### src/rtl/sram_loader.sv
// sram_loader: write-side front end of the SRAM summing path.
// Streams words into SRAM from address 0, then hands off to the reader.
`timescale 1ns/1ps

module sram_loader #(
    parameter int ADDR_W = 9,
    parameter int DATA_W = 32,
    parameter int DEPTH  = 512
) (
    input  logic              clk,
    input  logic              rst,
    input  logic              in_valid,
    input  logic [DATA_W-1:0] in_data,
    input  logic              in_last,
    output logic              in_ready,
    input  logic              clear,
    input  logic              sum_busy,
    output logic              SRAM_we,
    output logic [ADDR_W-1:0] waddr,
    output logic [DATA_W-1:0] din,
    output logic [ADDR_W-1:0] top_addr,
    output logic [ADDR_W:0]   word_cnt,
    output logic              start_sum,
    output logic              done
);

    typedef enum logic [2:0] {
        IDLE,
        LOAD,
        HANDOFF,
        WAIT_START,
        WAIT_DONE
    } state_t;

    localparam logic [ADDR_W:0] DEPTH_CNT = (ADDR_W+1)'(DEPTH);

    state_t              state;
    state_t              state_nxt;
    logic [ADDR_W-1:0]   ptr;
    logic [ADDR_W-1:0]   ptr_nxt;
    logic [ADDR_W-1:0]   base_ptr;
    logic [ADDR_W:0]     base_cnt;
    logic [ADDR_W:0]     cnt_inc;
    logic [ADDR_W:0]     cnt_nxt;
    logic                accept;
    logic                last_beat;
    logic                we_nxt;
    logic [ADDR_W-1:0]   waddr_nxt;
    logic [DATA_W-1:0]   din_nxt;
    logic [ADDR_W-1:0]   top_nxt;
    logic                start_nxt;
    logic                done_nxt;

    // Next-state, handshake and next register values for the load FSM.
    always_comb begin
        state_nxt = state;
        ptr_nxt   = ptr;
        cnt_nxt   = word_cnt;
        we_nxt    = 1'b0;
        waddr_nxt = waddr;
        din_nxt   = din;
        top_nxt   = top_addr;
        start_nxt = 1'b0;
        done_nxt  = 1'b0;
        in_ready  = 1'b0;

        unique case (state)
            IDLE:    in_ready = 1'b1;
            LOAD:    in_ready = (word_cnt < DEPTH_CNT);
            default: in_ready = 1'b0;
        endcase
        if (clear || rst) begin
            in_ready = 1'b0;
        end

        accept    = in_valid && in_ready;
        base_ptr  = (state == IDLE) ? '0 : ptr;
        base_cnt  = (state == IDLE) ? '0 : word_cnt;
        cnt_inc   = base_cnt + 1'b1;
        last_beat = in_last || (cnt_inc == DEPTH_CNT);

        if (accept) begin
            we_nxt    = 1'b1;
            waddr_nxt = base_ptr;
            din_nxt   = in_data;
            cnt_nxt   = cnt_inc;
            // Hold the pointer on the final beat so it never overflows.
            ptr_nxt   = last_beat ? base_ptr : base_ptr + 1'b1;
            state_nxt = last_beat ? HANDOFF : LOAD;
        end

        unique case (state)
            LOAD: begin
                if (clear) begin
                    state_nxt = IDLE;
                end
            end
            HANDOFF: begin
                top_nxt   = word_cnt[ADDR_W-1:0] - 1'b1;
                start_nxt = 1'b1;
                state_nxt = WAIT_START;
            end
            WAIT_START: begin
                if (sum_busy) begin
                    state_nxt = WAIT_DONE;
                end
            end
            WAIT_DONE: begin
                if (!sum_busy) begin
                    done_nxt  = 1'b1;
                    state_nxt = IDLE;
                end
            end
            default: begin
            end
        endcase
    end

    // State register.
    always_ff @(posedge clk) begin
        if (rst) begin
            state <= IDLE;
        end else begin
            state <= state_nxt;
        end
    end

    // Registered SRAM write port, counters and handoff strobes.
    always_ff @(posedge clk) begin
        if (rst) begin
            ptr       <= '0;
            word_cnt  <= '0;
            SRAM_we   <= 1'b0;
            waddr     <= '0;
            din       <= '0;
            top_addr  <= '0;
            start_sum <= 1'b0;
            done      <= 1'b0;
        end else begin
            ptr       <= ptr_nxt;
            word_cnt  <= cnt_nxt;
            SRAM_we   <= we_nxt;
            waddr     <= waddr_nxt;
            din       <= din_nxt;
            top_addr  <= top_nxt;
            start_sum <= start_nxt;
            done      <= done_nxt;
        end
    end

endmodule

### config.mk
export PLATFORM = sky130hd
export DESIGN_NAME = sram_loader
export DESIGN_NICKNAME = d
export VERILOG_FILES = /design/src/rtl/sram_loader.sv
export SDC_FILE = /design/constraint.sdc
export NUM_CORES = 1
export LEC_CHECK = 0
export CORE_MARGIN = 1
export CORE_UTILIZATION = 47
export DETAILED_ROUTE_END_ITERATION = 12
export PLACE_DENSITY = 0.8
export SYNTH_ARGS = -nofsm -noshare
export SYNTH_HDL_FRONTEND = slang
export SYNTH_SLANG_ARGS = --single-unit
### constraint.sdc
create_clock -name clk -period 8.6 [get_ports clk]
set_clock_uncertainty 0.1 [all_clocks]
set_input_delay 1.29 -clock clk [delete_from_list [all_inputs] [get_ports clk]]
set_output_delay 1.29 -clock clk [all_outputs]
set_load 0.01 [all_outputs]
==> metrics.yaml <==
die:
  pin_count: 102
  die_w_um: 85.9
  chipHeight_um: 85.9
  die_area_um2: 7380
  initial_core_util_pct: 48.7
  core_um2: 6790
  num_rows: 30
worst_setup_path:
  startpoint_type: "primary input"
  arrival_ns: 3.10
  critical_path_class: "primary input to output pin"
  cp_max_fo: 30
  ff2ff_path_depth: 9
  cp-end-kind: "output pin"
  critPathRequiredTime_ns: 7.21
grt:
  grt_pass1_wl_um: 13900
  overflow: 0
  grt_usage_pct: 23.8
  grt_max_degree: 57
  antenna_found_initial: 0
  grt_pass1_vias: 2995
route:
  drt_iter0_drc: 158
  wl_per_cell_um: 14.0
  vias_per_cell: 5.46
  vias: 3256
  first_pass_iters: 4
  drcViolationCount: 0
  wl_um: 8350
  drtAntennaViolNets: 0
clock_network:
  cts_num_sinks: 75
  numCtsBuffers: 9
  hold_buffers: 0
  ctsResizeCount: 0
  path_clk_slew_ns: 0.07
  clock_latency_ns: 0.35
  post_cts_buffers: 0
  clockRootBuffer: "clkbuf_8"
  htreeDepth: 3
  cts_tree: "built"
  cts_max_path_buffers: 2
run_status:
  status: "finished clean"
timing:
  tns_ns: 0
  fin_crit_ns: 4.49
  relSlewSlack_pct: 33.6
  tightest_slew_ns: 0.992
  post-route-period-util_pct: 52.2
  hold_violations: 0
  fmax_mhz: 223
  worst_slack_ns: 4.11
  slew_viol_final: 0
  setup-violations-final: 0
  rsz0062_at_grt: "no"
run:
  drv_cap: 0
yosys:
  synth_top_area_share_pct: 45.4
  synth_flop_cell: "dfxtp_1"
  syn_area_um2: 3310
  ys_ff_latch: 75
  synth_edf_count: 0
  yosysSeqAreaShare_pct: 45.4
  ys_types: 56
  yosys.area.top_type: "dfxtp_1"
  async_flop_share_pct: 0
  synth_cells: 411
  synth_warnings: 0
  synth_top_cells_by_area: "dfxtp_1, nand2_1, nand3_1, a21oi_1, clkbuf_1"
  syn-num-nets: 452
  syn_area_per_cell_um2: 8.06
layout:
  final_cell_mix: "clkdlybuf4s50_1, nand2_1, dfxtp_1"
  fin_area_um2: 4570
  fillers: 558
  drive_gt1_share_pct: 6.80
  multi_input_area_um2: 1660
  diodes: 0
  syn_to_final_growth_pct: 38.0
  nNetsFinal: 536
  seq_area_um2: 1500
  final_common_cell: "clkdlybuf4s50_1"
pwr:
  vdd_drop_max_mv: 0.124
  p_total_mw: 0.962
  p_leak_nw: 1.77
  powerDensity_nw_per_um2: 211
placed_design:
  post-place-ws_ns: 3.85
  dp_hpwl_um: 5630
  place_congestion: 0.880
  place_area_um2: 4340
  port_buffers: 101
worst_hold_path:
  min_path_type: "flip-flop to flip-flop"
  hold_depth: 2
-- path summary, 6_finish.rpt --
path	from	endpoint	slack, ns
max	rst	in_ready	4.11
min	din[5]	din[5]	0.35
max reg2reg	state[2]	ptr[6]	5.20
min reg2reg	din[5]	din[5]	0.35
-- worst max-delay path, cell delays in order --
cell and delay (ns):
clkdlybuf4s50_1 0.39, buf_4 0.23, nor4_1 0.42, and2_1 0.20, clkdlybuf4s50_1 0.55
-- area by class of cell --
class	count	share of cell area (%)
tap	96	2.63
clock inverter	5	1.86
clock buffer	11	3.10
timing repair buffer	105	22.8
multi-input combinational	299	36.3
sequential	75	32.9
inverter	5	0.411
-- registers in the layout, indices dropped and copies added, names as in the netlist --
signal / cells
done: 1
start_sum: 1
state: 3
top_addr: 9
SRAM_we: 1
word_cnt: 10
waddr: 9
din: 32
ptr: 9
-- metrics by stage --
| step | hold slack, ns | std cells | utilization, % |
|---|---|---|---|
| floorplan | 0.357 | 411 | - |
| global placement | 0.341 | 580 | 63.9 |
| detailed placement | 0.344 | 580 | 63.9 |
| CTS | 0.356 | 596 | 67.2 |
| global route | 0.369 | 596 | 67.2 |
| finish | 0.353 | 596 | 67.2 |
-- per-layer routing --
metal / global-route usage [%] / vias to the layer above / share of wire [%]
met5: 0 / - / 0
met4: 11.1 / 0 / 2.1
met3: 6.16 / 17 / 6.1
met2: 38.8 / 103 / 49
met1: 29.3 / 1513 / 42
li1: - / 1623 / -
-- power by group --
part	internal (mW)	switching [mW]
clock	0.173	0.134
combinational	0.114	0.122
sequential	0.385	0.0338
total	0.672	0.290
-- cell usage after synthesis (6+ instances only) --
cell type	number
o21ai_0	11
nor3_1	7
a31oi_1	7
clkbuf_1	24
a211oi_1	7
a21oi_1	18
and3_1	6
or4_1	7
nand2_1	92
o211ai_1	6
nand3_1	50
dfxtp_1	75
nor2_1	23
-- kinds of logic (layout without fill, tap and decap cells) --
| logic type | count (synthesis) | in the layout | share of synthesized area [%] |
|---|---|---|---|
| XOR/XNOR | 4 | 4 | 1.06 |
| AO/OA/AOI/OAI | 73 | 73 | 15.5 |
| multiplexers | 4 | 4 | 1.40 |
| AND/OR/NAND/NOR | 215 | 215 | 30.7 |
| buffers and inverters | 37 | 126 | 4.80 |
| adder cells (fa/ha/maj) | 3 | 3 | 1.13 |
| flip-flops | 75 | 75 | 45.4 |
(Power assumes the default switching activity.)
==> RTL change 1, RTL diff (same settings) <==
`top_addr` no longer has a reset.
--- a/src/rtl/sram_loader.sv
+++ b/src/rtl/sram_loader.sv
@@ -133,7 +133,6 @@
             SRAM_we   <= 1'b0;
             waddr     <= '0;
             din       <= '0;
-            top_addr  <= '0;
             start_sum <= 1'b0;
             done      <= 1'b0;
         end else begin
@@ -142,11 +141,14 @@
             SRAM_we   <= we_nxt;
             waddr     <= waddr_nxt;
             din       <= din_nxt;
-            top_addr  <= top_nxt;
             start_sum <= start_nxt;
             done      <= done_nxt;
         end
     end
 
+    always_ff @(posedge clk) begin
+        top_addr <= top_nxt;
+    end
+
 endmodule
 
Function: differs if rst is asserted again (counterexample within 4 cycles, from zero or initial values and one cycle with rst high); with rst held inactive, the same outputs for 10 cycles.
==> RTL change 1 against the unedited design <==
- sequential power shrank 3%
- fmax shrank 8.6%
- routed wire length is 4.7% lower
- power shrank 13%
- cell count fell by 6.7%
- core utilization increased by 1.0 points
- count of clock-buffer cells in the layout unchanged
- final area down 3.0%
- largest cell class is now registers
- setup slack got worse by 420 ps
- die area is 1.9% lower
- non-clock buffer count down 1
- register-to-register slack worse by 30 ps
- sequential cell count unchanged
- synthesized area decreased by 1.9%
==> RTL change 1: results (changes against the unedited design) <==
Parameter                              Value

Placement
  Worst Setup Slack post-DPL ... 3320 ps (-531 ps)
  Post-Place Cells ... 541 (-6.7%)
  Post-place instance area ... 4250 sq um (-2.0%)
  Routability-driven placement congestion ratio ... 0.859 (-2.3%)
  Sum of net half-perimeters after detailed placement ... 5400 um (-4.1%)

Detailed routing
  Mean routed wirelength per cell ... 14.3 um (+2.1%)
  Number of violations reported at the end of detailed-routing iteration 0 ... 205 (+30%)
  Post-detailed-route via-to-cell ratio ... 5.49 (+0.51%)

STA
  Transition at the pin with the smallest max-transition slack ... 881 ps (-111 ps)
  Count of pins over their slew limit ... 0 (unchanged)
  Period Utilization, post-route ... 57.1% (+4.9 points)

CTS
  Clk buf depth ... 2 (unchanged)
  # Post-CTS Setup Buffers ... 0 (unchanged)
  Clock transition at the registers of the reported paths ... 80 ps
  Num CTS Buffers ... 9 (unchanged)

Pwr
  P_leak ... 1.69 nW (-4.2%)
  VDD IR-drop max ... 0.107 mV (-14%)

Synth
  Number of synthesized flops with an enable pin ... 9 (+9)
  Per-instance average area after synthesis ... 8.33 sq um (+3.4%)
  Top cells by count, synth ... nand2_1 (96), dfxtp_1 (66), nand3_1 (49)
  Number of distinct library cell variants in the gate-level netlist after synthesis ... 51 (-8.9%)
  Part of the Yosys area used for sequential elements ... 49.0% (+3.6 points)
  Post-Syn Nets ... 431 (-4.6%)
  Main area contributors after synthesis ... dfxtp_1 (41%), nand2_1 (11%), edfxtp_1 (8.3%), nand3_1 (7.6%), o21ai_0 (2.5%)

Finish
  Share of layout cells above drive strength 1 ... 5.01% (-1.8 points)
  Largest registers ... din: 32 flops, word_cnt: 10 flops
  Count of nets after finishing ... 516 (-3.7%)
  Filler Cell Count ... 527 (-5.6%)
  Number of standard cells in the final layout excluding fillers ... 556 (-6.7%)

Critical path
  Depth of the worst register-to-register path ... 7 (-2)
  Critical R2R Capture ... ptr[7]
  Crit. path cell count ... 8 (+3)
  Maximum fanout along the worst path ... 55 (+83%)
  Top Family by Delay on Critical Path ... simple AND/OR/NAND/NOR gates
  Highest cell delay on the worst timing path ... 860 ps (+310 ps)
  Source of the worst register-to-register timing path ... state[1]
  Setup slack of the worst register-to-register path ... 5170 ps (-30 ps)

Min path
  Start point of the worst min-delay path ... din[27]
  Endpoint with the worst hold slack ... din[27]
  Hold/Removal Path Class ... register to register

GRT
  Number of global-route vias before repair ... 2,827 (-5.6%)
  Global-route usage over all layers ... 22.6% (-1.2 points)
  First-pass GRT wire length ... 13,000 um (-6.2%)
  Initial antenna violation count ... 0 (unchanged)
  Pin count of the biggest net entering global routing ... 56 (-1.8%)

Status
  Status ... completed
==> RTL change 1: logic make-up after synthesis <==
logic type	synth area share, %
buf+inv	4.89
simple gates	29.3
fa+ha+maj	1.16
mux	0.925
compound gates	12.1
flops	49.0
xor+xnor	2.70
==> RTL change 1: worst max-delay path by stage <==
stage	to
5_1_grt	ptr[7]
3_3_place_gp	ptr[7]
6_report	ptr[7]
3_5_place_dp	ptr[7]
4_1_cts	ptr[7]
2_1_floorplan	in_ready
==> RTL change 1: report_power, final <==
part           switching (mW)  internal [mW]
Sequential             0.0220          0.386
Combinational          0.0945         0.0855
Clock                   0.126          0.118
Total                   0.242          0.590
==> RTL change 1: area by class of cell <==
class	count	area share, %
inverters	9	0.791
well taps	77	2.17
multi-input cells	276	33.8
repair buffers	104	23.3
clock inverters	4	0.593
clock buffers	11	3.42
flip-flops and latches	75	35.9
==> RTL change 1: stage by stage <==
stage / util [%] / hold WS (ps) / power [mW]
after detailed placement: 65.5 / 344 / 0.595
after floorplan: - / 355 / 0.511
after global placement: 65.5 / 341 / 0.591
after global routing: 68.2 / 374 / 0.873
final: 68.2 / 355 / 0.832
after CTS: 68.2 / 356 / 0.836
==> RTL change 1: worst register-to-register path: stages (launching register included) <==
cell and delay (ps):
dfxtp_1 430, nor4_4 360, nand3_4 510, clkinv_2 730, nand4_4 200, or4_1 580
a2111o_1 390, nand2_1 60
==> RTL change 1: layer usage <==
layer	vias to the layer above	routed length, um	global-route usage (%)
met2	74	4090	39.6
met1	1445	3420	27.4
met5	-	0	0
met3	10	324	3.70
met4	0	115	9.71
li1	1524	-	-
==> RTL change 2, RTL diff (config.mk and constraints unchanged) <==
Made on the original files. `DATA_W`: 32 -> 28.
--- a/src/rtl/sram_loader.sv
+++ b/src/rtl/sram_loader.sv
@@ -4,7 +4,7 @@
 
 module sram_loader #(
     parameter int ADDR_W = 9,
-    parameter int DATA_W = 32,
+    parameter int DATA_W = 28,
     parameter int DEPTH  = 512
 ) (
     input  logic              clk,
Ports: changed (resized din and in_data); port bits go from 102 to 94. The function was not compared with the original's and may differ.
==> RTL change 2 against the unedited design <==
- synthesized area down 5.0%
- final area shrank 6.0%
- global-route usage fell by 1.1 points
- routed wire length fell by 8.9%
- non-clock buffer count shrank 9
- sequential power fell by 5%
- power is 2.1% higher
- sequential share of layout area increased by 0.22 points
- setup slack got worse by 95 ps
- sequential cell count shrank 4
- worst hold slack gained 3.4 ps
- cell count is 7.9% lower
- critical path type unchanged
- largest cell class unchanged
==> RTL change 2: results (changes against the unedited design) <==
Parameter                              Value

Critical path
  Source of the worst register-to-register timing path ... state[0]
  Worst setup path startpoint ... rst
  Crit path arrival time ... 3190 ps (+90 ps)
  Maximum fanout along the worst path ... 34 (+13%)

Synth
  Multiplexer area fraction after synthesis ... 2.07% (+0.67 points)
  Top cells by count, synth ... nand2_1 (86), dfxtp_1 (71), o21ai_0 (41)
  Library cell occupying the most area in the post-synthesis netlist ... dfxtp_1
  Share of the synthesized area in compound gates (AO/OA/AOI/OAI) ... 18.3% (+2.8 points)
  Post-Syn Nets ... 430 (-4.9%)
  Number of distinct library cell variants in the gate-level netlist after synthesis ... 53 (-5.4%)
  Part of the Yosys area used for sequential elements ... 45.2% (-0.15 points)
  Yosys warnings ... 0 (unchanged)
  Post-synthesis xor/xnor area fraction ... 2.79% (+1.7 points)
  Area share of fa/ha/maj cells after synthesis ... 1.19% (+0.060 points)
  Share of async-settable or async-resettable flops after synthesis ... 0% (unchanged)
  Main area contributors after synthesis ... dfxtp_1 (45%), nand2_1 (10%), o21ai_0 (6.5%), nand3_1 (3.3%), nor2_1 (3.1%)
  Per-instance average area after synthesis ... 8.00 sq um (-0.68%)

Finish
  Count of nets after finishing ... 504 (-6.0%)
  Share of layout cells above drive strength 1 ... 6.57% (-0.23 points)
  Largest registers ... din: 28 flops, word_cnt: 10 flops
  Post-Route Utilization ... 67.3% (about the same)
  Filler Cell Count ... 536 (-3.9%)
  Number of standard cells in the final layout excluding fillers ... 549 (-7.9%)
  Antenna Diode Count ... 0 (unchanged)

Placement
  Routability-driven placement congestion ratio ... 0.819 (-6.9%)
  Worst Setup Slack post-DPL ... 4010 ps (+157 ps)
  Sum of net half-perimeters after detailed placement ... 4980 um (-12%)
  Number of buffer cells added on primary ports ... 93 (-7.9%)
  Post-place instance area ... 4050 sq um (-6.7%)
  Post-Place Cells ... 533 (-8.1%)

Detailed routing
  Number of violations reported at the end of detailed-routing iteration 0 ... 166 (+5.1%)
  Overall via count from detail_route ... 3,007 (-7.6%)
  Post-Route M1 WL ... 3210 um (-9.5%)
  DR WL met3 ... 758 um (+49%)
  Top routing layer used ... met4
  Met2 Wirelength ... 3460 um (-16%)
  Mean routed wirelength per cell ... 13.9 um (-1.1%)
  DR pass1 iterations ... 5 (+1)

CTS
  # Post-CTS Setup Buffers ... 0 (unchanged)
  Root Driver ... clkbuf_8
  Num CTS Buffers ... 9 (unchanged)

GRT
  Number of global-route vias before repair ... 2,809 (-6.2%)
  Met3 layer usage reported by global route ... 10.5% (+4.3 points)
  Pin count of the biggest net entering global routing ... 81 (+42%)
  Global-route usage over all layers ... 22.6% (-1.1 points)
  First-pass GRT wire length ... 12,900 um (-7.3%)
  Met2 Track Usage GR ... 36.8% (-2.0 points)
  Met1 track demand over resource ... 26.3% (-3.0 points)

Pwr
  VDD IR-drop max ... 0.185 mV (+49%)
  P_leak ... 1.55 nW (-12%)

STA
  Worst Hold Margin ... 357 ps (+3.43 ps)
  Transition at the pin with the smallest max-transition slack ... 1090 ps (+100 ps)

Min path
  Start point of the worst min-delay path ... waddr[6]

Status
  Status ... completed
==> RTL change 2: worst max-delay path, cell delays in order <==
cell and delay [ps]:
clkdlybuf4s50_1 410, buf_4 250, or4_4 520, a21oi_4 160, clkdlybuf4s50_1 550
==> RTL change 2: final timing paths <==
path / to / slack (ps) / cells after the start
setup / recovery: in_ready / 4020 / 5
hold / removal: waddr[6] / 360 / 2
setup reg to reg: ptr[2] / 5580 / 10
hold reg to reg: waddr[6] / 360 / 2
==> RTL change 2: layout make-up <==
cell class | instances | area share [%]
Clock inverter | 7 | 2.80
Inverter | 6 | 0.641
Tap cell | 77 | 2.24
Sequential cell | 71 | 33.1
Multi-Input combinational cell | 283 | 36.1
Timing Repair Buffer | 96 | 22.2
Clock buffer | 9 | 2.88
==> RTL change 2: power by group <==
group	switching, mW	internal (mW)	leakage [nW]	total, mW
combinational	0.133	0.123	0.852	0.256
clock	0.133	0.194	0.120	0.326
sequential	0.0308	0.369	0.577	0.400
